`config.mk`:
```
export PLATFORM = sky130hd
export DESIGN_NAME = avs_i2c_fifo_ctrl
export DESIGN_NICKNAME = d
export VERILOG_FILES = /design/src/rtl/avs_i2c_pkg.sv /design/src/rtl/i2c_sync_fifo.sv /design/src/rtl/avs_i2c_fifo_ctrl.sv
export SDC_FILE = /design/constraint.sdc
export NUM_CORES = 1
export LEC_CHECK = 0
export CAP_MARGIN = 5
export CORE_MARGIN = 5
export CORE_UTILIZATION = 50
export DETAILED_ROUTE_END_ITERATION = 16
export PLACE_DENSITY = 0.74
export REMOVE_ABC_BUFFERS = 1
export SLEW_MARGIN = 20
export SYNTH_ARGS = -nofsm -noshare
export SYNTH_HDL_FRONTEND = slang
export SYNTH_HIERARCHICAL = 1
export SYNTH_SLANG_ARGS = --single-unit
```
`constraint.sdc`:
```
create_clock -name clk -period 9.9 [get_ports clk]
set_clock_uncertainty 0.15 [all_clocks]
set_input_delay 2.97 -clock clk [delete_from_list [all_inputs] [get_ports clk]]
set_output_delay 2.97 -clock clk [all_outputs]
set_load 0.02 [all_outputs]
```
`src/rtl/avs_i2c_pkg.sv`:
```
// avs_i2c_pkg: opcodes, register map, status/interrupt bit positions and sequencer states
package avs_i2c_pkg;
    localparam logic [2:0] OP_START     = 3'd1;
    localparam logic [2:0] OP_STOP      = 3'd2;
    localparam logic [2:0] OP_WRITE     = 3'd3;
    localparam logic [2:0] OP_READ_ACK  = 3'd4;
    localparam logic [2:0] OP_READ_NACK = 3'd5;

    localparam logic [2:0] REG_RXDATA   = 3'd0;
    localparam logic [2:0] REG_CMD      = 3'd1;
    localparam logic [2:0] REG_CLK_DIV  = 3'd2;
    localparam logic [2:0] REG_CONTROL  = 3'd3;
    localparam logic [2:0] REG_STATUS   = 3'd4;
    localparam logic [2:0] REG_INT_PEND = 3'd5;
    localparam logic [2:0] REG_INT_EN   = 3'd6;

    localparam int ST_BUSY     = 0;
    localparam int ST_ACK_FAIL = 1;
    localparam int ST_IRQ      = 2;
    localparam int ST_CMD_FULL = 3;
    localparam int ST_RX_EMPTY = 4;
    localparam int ST_CMD_OVF  = 5;
    localparam int ST_ABORT    = 24;

    localparam int INT_DONE = 0;
    localparam int INT_NACK = 1;
    localparam int INT_RX   = 2;

    typedef enum logic [1:0] {S_IDLE, S_ISSUE, S_WAIT} seq_state_t;

    function automatic logic op_valid(input logic [2:0] op);
        return op >= OP_START && op <= OP_READ_NACK;
    endfunction

    function automatic logic op_is_read(input logic [2:0] op);
        return op == OP_READ_ACK || op == OP_READ_NACK;
    endfunction
endpackage

```
`src/rtl/i2c_sync_fifo.sv`:
```
// i2c_sync_fifo: single-clock FIFO with flush and occupancy level
module i2c_sync_fifo #(
    parameter int WIDTH = 8,
    parameter int DEPTH = 8
) (
    input  logic                   clk,
    input  logic                   reset,
    input  logic                   push,
    input  logic                   pop,
    input  logic                   flush,
    input  logic [WIDTH-1:0]       din,
    output logic [WIDTH-1:0]       dout,
    output logic                   full,
    output logic                   empty,
    output logic [$clog2(DEPTH):0] level
);
    localparam int AW = $clog2(DEPTH);
    localparam logic [AW:0] FULL_LEVEL = (AW+1)'(DEPTH);

    logic [WIDTH-1:0] mem [DEPTH];
    logic [AW-1:0] wr_ptr, rd_ptr;
    logic do_push, do_pop;

    // full is taken before any same-cycle pop, so a push into a full FIFO is always lost
    assign full = level == FULL_LEVEL;
    assign empty = level == '0;
    assign do_push = push && !full;
    assign do_pop = pop && !empty;
    assign dout = mem[rd_ptr];

    always_ff @(posedge clk) begin
        if (reset || flush) begin
            wr_ptr <= '0;
            rd_ptr <= '0;
            level <= '0;
        end else begin
            if (do_push) wr_ptr <= wr_ptr + 1'b1;
            if (do_pop) rd_ptr <= rd_ptr + 1'b1;
            level <= level + (AW+1)'(do_push) - (AW+1)'(do_pop);
        end
    end

    always_ff @(posedge clk) begin
        if (do_push) mem[wr_ptr] <= din;
    end
endmodule

```
`src/rtl/avs_i2c_fifo_ctrl.sv`:
```
// avs_i2c_fifo_ctrl: Avalon-MM command/receive FIFO front end sequencing an i2c_core
module avs_i2c_fifo_ctrl
    import avs_i2c_pkg::*;
#(
    parameter int          CMD_DEPTH   = 8,
    parameter int          RX_DEPTH    = 8,
    parameter logic [15:0] CLK_DIV_RST = 16'd250
) (
    input  logic        clk,
    input  logic        reset,
    input  logic [2:0]  avs_s0_address,
    input  logic        avs_s0_read,
    output logic [31:0] avs_s0_readdata,
    input  logic        avs_s0_write,
    input  logic [31:0] avs_s0_writedata,
    output logic        avs_s0_irq,
    output logic [15:0] clk_div,
    output logic        core_start,
    output logic        core_stop,
    output logic        core_write,
    output logic        core_read_ack,
    output logic        core_read_nack,
    output logic [7:0]  core_txdata,
    input  logic [7:0]  core_rxdata,
    input  logic        core_busy,
    input  logic        core_ack_fail,
    input  logic        core_rx_done,
    input  logic        core_tx_done,
    input  logic        core_start_done,
    input  logic        core_stop_done
);
    localparam int CW = $clog2(CMD_DEPTH) + 1;
    localparam int RW = $clog2(RX_DEPTH) + 1;

    seq_state_t state, state_nx;
    logic [10:0] cmd_head;
    logic [CW-1:0] cmd_level;
    logic [7:0] rx_head;
    logic [RW-1:0] rx_level;
    logic cmd_full, cmd_empty, cmd_flush, rx_full, rx_empty, rx_push;
    logic [2:0] cur_op, int_pend, int_en, int_set, int_clr;
    logic ack_fail, cmd_overflow, abort_on_nack, discard;
    logic wr_cmd, wr_ctrl, ctrl_clr, ctrl_flush, go, done, nack;
    logic [31:0] status;
    logic unused_wdata;

    assign unused_wdata = &{1'b0, avs_s0_writedata[31:11]};
    assign wr_cmd = avs_s0_write && avs_s0_address == REG_CMD && op_valid(avs_s0_writedata[10:8]);
    assign wr_ctrl = avs_s0_write && avs_s0_address == REG_CONTROL;
    assign ctrl_clr = wr_ctrl && avs_s0_writedata[0];
    assign ctrl_flush = wr_ctrl && avs_s0_writedata[1];
    assign go = state == S_IDLE && !cmd_empty && !core_busy && !ctrl_flush && !(op_is_read(cmd_head[10:8]) && rx_full);
    assign done = state == S_WAIT && (cur_op == OP_START ? core_start_done : cur_op == OP_STOP ? core_stop_done : cur_op == OP_WRITE ? core_tx_done : core_rx_done);
    assign nack = done && cur_op == OP_WRITE && core_ack_fail;
    assign cmd_flush = ctrl_flush || (nack && abort_on_nack);
    // a flush seen while a read is in flight must not let its byte land in the emptied RX FIFO
    assign rx_push = done && op_is_read(cur_op) && !discard;
    assign int_set = {rx_level >= RW'(RX_DEPTH / 2), nack, done && cmd_empty};
    assign int_clr = avs_s0_write && avs_s0_address == REG_INT_PEND ? avs_s0_writedata[2:0] : 3'd0;

    i2c_sync_fifo #(.WIDTH(11), .DEPTH(CMD_DEPTH)) u_cmd_fifo (
        .clk(clk), .reset(reset), .push(wr_cmd), .pop(state == S_ISSUE), .flush(cmd_flush),
        .din(avs_s0_writedata[10:0]), .dout(cmd_head), .full(cmd_full), .empty(cmd_empty), .level(cmd_level)
    );

    i2c_sync_fifo #(.WIDTH(8), .DEPTH(RX_DEPTH)) u_rx_fifo (
        .clk(clk), .reset(reset), .push(rx_push), .pop(avs_s0_read && avs_s0_address == REG_RXDATA), .flush(ctrl_flush),
        .din(core_rxdata), .dout(rx_head), .full(rx_full), .empty(rx_empty), .level(rx_level)
    );

    always_comb begin
        state_nx = state;
        {core_start, core_stop, core_write, core_read_ack, core_read_nack} = 5'd0;
        if (go) state_nx = S_ISSUE;
        if (state == S_ISSUE) begin
            state_nx = S_WAIT;
            core_start = cur_op == OP_START;
            core_stop = cur_op == OP_STOP;
            core_write = cur_op == OP_WRITE;
            core_read_ack = cur_op == OP_READ_ACK;
            core_read_nack = cur_op == OP_READ_NACK;
        end
        if (done) state_nx = S_IDLE;
    end

    always_ff @(posedge clk) begin
        if (reset) begin
            state <= S_IDLE;
            cur_op <= 3'd0;
            core_txdata <= 8'd0;
            clk_div <= CLK_DIV_RST;
            int_pend <= 3'd0;
            int_en <= 3'd0;
            ack_fail <= 1'b0;
            cmd_overflow <= 1'b0;
            abort_on_nack <= 1'b1;
            discard <= 1'b0;
            avs_s0_irq <= 1'b0;
        end else begin
            state <= state_nx;
            if (go) {cur_op, core_txdata} <= cmd_head;
            if (avs_s0_write && avs_s0_address == REG_CLK_DIV) clk_div <= avs_s0_writedata[15:0];
            if (avs_s0_write && avs_s0_address == REG_INT_EN) int_en <= avs_s0_writedata[2:0];
            if (wr_ctrl) abort_on_nack <= avs_s0_writedata[2];
            ack_fail <= nack || (ack_fail && !ctrl_clr);
            cmd_overflow <= (wr_cmd && cmd_full) || (cmd_overflow && !ctrl_clr);
            int_pend <= (int_pend & ~int_clr) | int_set;
            discard <= state_nx != S_IDLE && (discard || ctrl_flush);
            avs_s0_irq <= |(int_pend & int_en);
        end
    end

    assign status = {7'd0, abort_on_nack, 8'(rx_level), 8'(cmd_level), 2'd0, cmd_overflow, rx_empty,
                     cmd_full, avs_s0_irq, ack_fail, state != S_IDLE || !cmd_empty};

    assign avs_s0_readdata = avs_s0_address == REG_RXDATA ? {23'd0, rx_empty, rx_empty ? 8'd0 : rx_head} :
                             avs_s0_address == REG_CLK_DIV ? {16'd0, clk_div} :
                             avs_s0_address == REG_STATUS ? status :
                             avs_s0_address == REG_INT_PEND ? {29'd0, int_pend} :
                             avs_s0_address == REG_INT_EN ? {29'd0, int_en} : 32'd0;
endmodule
```
==> results.yml <==
routing:
  antenna_violating_nets_post_route: 0
  routed_metal_1_wire_length_um: 8000
  vias_per_cell: 5.68
  drt_pre_antenna_iters: 5
  detail_route.iter0.violations: 362
  drcViolationCount: 0
  dr_total_vias: 5637
  highest-signal-layer: "met4"
  routed_wirelength_um: 20000
  detailroute.wirelength.met2_um: 10300
  wl_per_cell_um: 20.1
  met3_wirelength_um: 1260
synth:
  postSynthCellCount: 650
  synth.top_cells.by_area: "sky130_fd_sc_hd__edfxtp_1 (48%), sky130_fd_sc_hd__dfxtp_1 (14%), sky130_fd_sc_hd__mux4_1 (10%)"
  post_synth_most_frequent_cells: "sky130_fd_sc_hd__edfxtp_1 (152), sky130_fd_sc_hd__nand2_1 (68), sky130_fd_sc_hd__dfxtp_1 (66), sky130_fd_sc_hd__nor2_1 (39), sky130_fd_sc_hd__mux4_1 (37)"
  synth_largest_area_cell: "sky130_fd_sc_hd__edfxtp_1"
  syn_avg_cell_area_um2: 14.5
  synth_sequential_area_ratio: 0.625
  synthMostInstantiatedCell: "sky130_fd_sc_hd__edfxtp_1"
  synth.top_cell.area_share: 0.485
  synth-edff-count: 152
  synthArstFlopShare: 0
  ys.warnings.count: 6
  synth.cell_area_um2: 9420
  synth.lib_cells_used.distinct: 57
  synth.ff_latch_count: 218
  ys_dominant_reg_cell: "sky130_fd_sc_hd__edfxtp_1"
setup_path:
  critPathKind: "input port to output pin"
  path_delay_family: "buffers and inverters"
  cp_cell_sequence: "clkdlybuf4s50_1 > nor2b_1 > a22oi_1 > o21ai_0 > clkdlybuf4s50_1"
  arrival_time_reported_for_the_critical_path_endpoint_ns: 5.80
  worst-endpoint-required_ns: 6.78
  end_kind: "output pin"
  cp.buffers_inverters: 2
  worst_setup_path_start_kind: "input port"
  cpMostUsedCell: "sky130_fd_sc_hd__clkdlybuf4s50_1"
  critical_path.slowest_cell: "sky130_fd_sc_hd__clkdlybuf4s50_1"
  crit_path_max_fanout: 19
  critical-path-max-stage-delay_ns: 0.98
global_route:
  grt_pass1_vias: 5748
  grt_antenna_before_repair: 0
  pin_count_of_the_biggest_net_entering_global_routing: 56
  grt_first_pass_wirelength_um: 31200
  remaining_global_route_overflow: 0
  grt.total_usage: 0.182
layout:
  final_core_util: 0.601
  diode_insertion_count_for_antenna_repair: 0
  number_of_nets_in_the_final_layout: 813
  fillers: 1406
  area_taken_by_multi_input_logic_gates_um2: 3250
  areaGrowthSynthToFinish_pct: 18.9
  final-instance-count-excl-fill: 993
  layout.area.seq_um2: 5890
  final_layout_size_suffix_gt1_frac: 0.105
cts:
  cts_inserted_buffers: 23
  clk-insertion-delay-late_ns: 0.49
  cts_tree: "built"
  worst_case_clock_buffer_depth: 3
  cts_root_buf: "sky130_fd_sc_hd__clkbuf_16"
  htree_num_levels: 1
  tritoncts_num_sinks: 218
  cts_hold_repair.buffers: 0
  post_cts_resize_count: 0
  clock_slew_at_the_register_clock_pins_of_the_worst_setup_and_hold_paths_ns: 0.06
  cts_setup_buffers: 0
min_path:
  holdCritPathClass: "flop to flop"
placement:
  place.port_buffers: 87
  gp_congestion: 0.817
  hpwl_after_detailed_placement_um: 13400
  dp.cells: 953
sta:
  timing.final.max_slew_violations: 0
  max_slew_margin: 0.328
  fin_setup_tns_ns: 0
  setup_viol: 0
  rsz0062_at_grt: "no"
  period_minus_ws_final_ns: 8.92
  timing.final.hold_violations: 0
  fmaxAchievable_ghz: 0.112
  final_min_period_over_clock_period: 0.901
  worst_pin_slew_ns: 1.01
power_and_ir_drop:
  cellPowerDensity_nw_per_um2: 171
  peakVddDrop_v: 0.000141
  power.leakage_nw: 3.87
die:
  core_region_area_um2: 18600
  vert_die_dim_um: 147
  floorplan.initialDensity: 0.505
  ios: 115
  floorplan_die_area_um2: 21700
  rows: 50
  die-width_um: 147
status:
  status: "finished, final reports clean"
flow_run:
  drv_cap: 0
stage by stage:
stage	power (W)	area [um^2]	hold slack [ns]	worst slack (ns)
floorplan	0.00106	9180	0.280	2.87
global placement	0.00111	10500	0.305	1.14
detailed placement	0.00112	10500	0.303	1.08
CTS	0.00194	11200	0.311	1.07
global route	0.00199	11200	0.343	0.927
finish	0.00192	11200	0.309	0.981
cell type report:
| type | count | share of cell area |
|---|---|---|
| Sequential cell | 218 | 0.526 |
| Multi-Input combinational cell | 381 | 0.290 |
| Timing Repair Buffer | 103 | 0.0881 |
| Clock buffer | 27 | 0.0536 |
| Tap cell | 234 | 0.0262 |
| Clock inverter | 13 | 0.0106 |
| Inverter | 17 | 0.00570 |
cell families (layout without fill, tap and decap cells):
kind of cell | Yosys count | count (layout) | share of synthesized area
buffers and inverters | 61 | 160 | 0.0359
DFF | 218 | 218 | 0.625
muxes | 89 | 89 | 0.162
and+or+nand+nor | 200 | 200 | 0.107
AOI/OAI and AO/OA | 61 | 61 | 0.0432
xor gates and xnor gates | 4 | 4 | 0.00372
other | 1 | 11 | 0.000398
adders and majority gates | 16 | 16 | 0.0228
layout by cell type (no fill, tap or decap), types with 5 or more instances in the layout:
| cell type | netlist | routed |
|---|---|---|
| sky130_fd_sc_hd__edfxtp_1 | 152 | 152 |
| sky130_fd_sc_hd__buf_4 | 14 | 16 |
| sky130_fd_sc_hd__clkbuf_16 | 0 | 23 |
| sky130_fd_sc_hd__nand3_1 | 8 | 8 |
| sky130_fd_sc_hd__dfxtp_1 | 66 | 66 |
| sky130_fd_sc_hd__nor3b_1 | 5 | 5 |
| sky130_fd_sc_hd__and2_1 | 13 | 13 |
| sky130_fd_sc_hd__nor3_1 | 18 | 18 |
| sky130_fd_sc_hd__nor2_1 | 39 | 39 |
| sky130_fd_sc_hd__nand3b_1 | 6 | 6 |
| sky130_fd_sc_hd__a22oi_1 | 7 | 7 |
| sky130_fd_sc_hd__or3_1 | 10 | 10 |
| sky130_fd_sc_hd__a21oi_1 | 24 | 24 |
| sky130_fd_sc_hd__nand2b_1 | 7 | 7 |
| sky130_fd_sc_hd__nor2b_1 | 7 | 7 |
| sky130_fd_sc_hd__conb_1 | 1 | 11 |
| sky130_fd_sc_hd__inv_1 | 17 | 17 |
| sky130_fd_sc_hd__o21ai_0 | 7 | 7 |
| sky130_fd_sc_hd__mux2i_1 | 32 | 32 |
| sky130_fd_sc_hd__ha_1 | 14 | 14 |
| sky130_fd_sc_hd__mux4_1 | 37 | 37 |
| sky130_fd_sc_hd__nand2_1 | 68 | 68 |
| sky130_fd_sc_hd__mux2_2 | 19 | 19 |
| sky130_fd_sc_hd__clkdlybuf4s50_1 | 0 | 86 |
| sky130_fd_sc_hd__clkinv_1 | 0 | 5 |
worst min-delay path, delay by kind of cell (launching register included):
family,cells,cell delay (ns)
flops,1,0.31
simple gates,1,0.05
compound gates,1,0.05
flip-flops by register name, summed over array words and instances (netlist names), 4 cells and up, named ones only:
register	cells
u_cmd_fifo/mem	88
u_rx_fifo/level	4
core_txdata	8
u_cmd_fifo/level	4
clk_div	16
u_rx_fifo/mem	64
final timing paths:
kind	from	endpoint	slack [ns]	cells after the start
min	ack_fail	ack_fail	0.31	2
max	avs_s0_address[2]	avs_s0_readdata[3]	0.98	5
max reg2reg	cur_op[1]	u_rx_fifo/level[2]	6.45	11
min reg2reg	ack_fail	ack_fail	0.31	2
where the power goes:
group          total (W)  internal [W]  switching (W)
combinational   0.000110     0.0000458      0.0000643
sequential      0.000989      0.000981     0.00000779
clock           0.000819      0.000485       0.000334
total            0.00192       0.00151       0.000406
metal layers:
| layer | vias up | global-route usage |
|---|---|---|
| li1 | 2635 | - |
| met1 | 2804 | 0.224 |
| met2 | 167 | 0.333 |
| met3 | 31 | 0.0293 |
| met4 | 0 | 0.0503 |
| met5 | - | 0 |
Power figures use the tool's default switching activity.
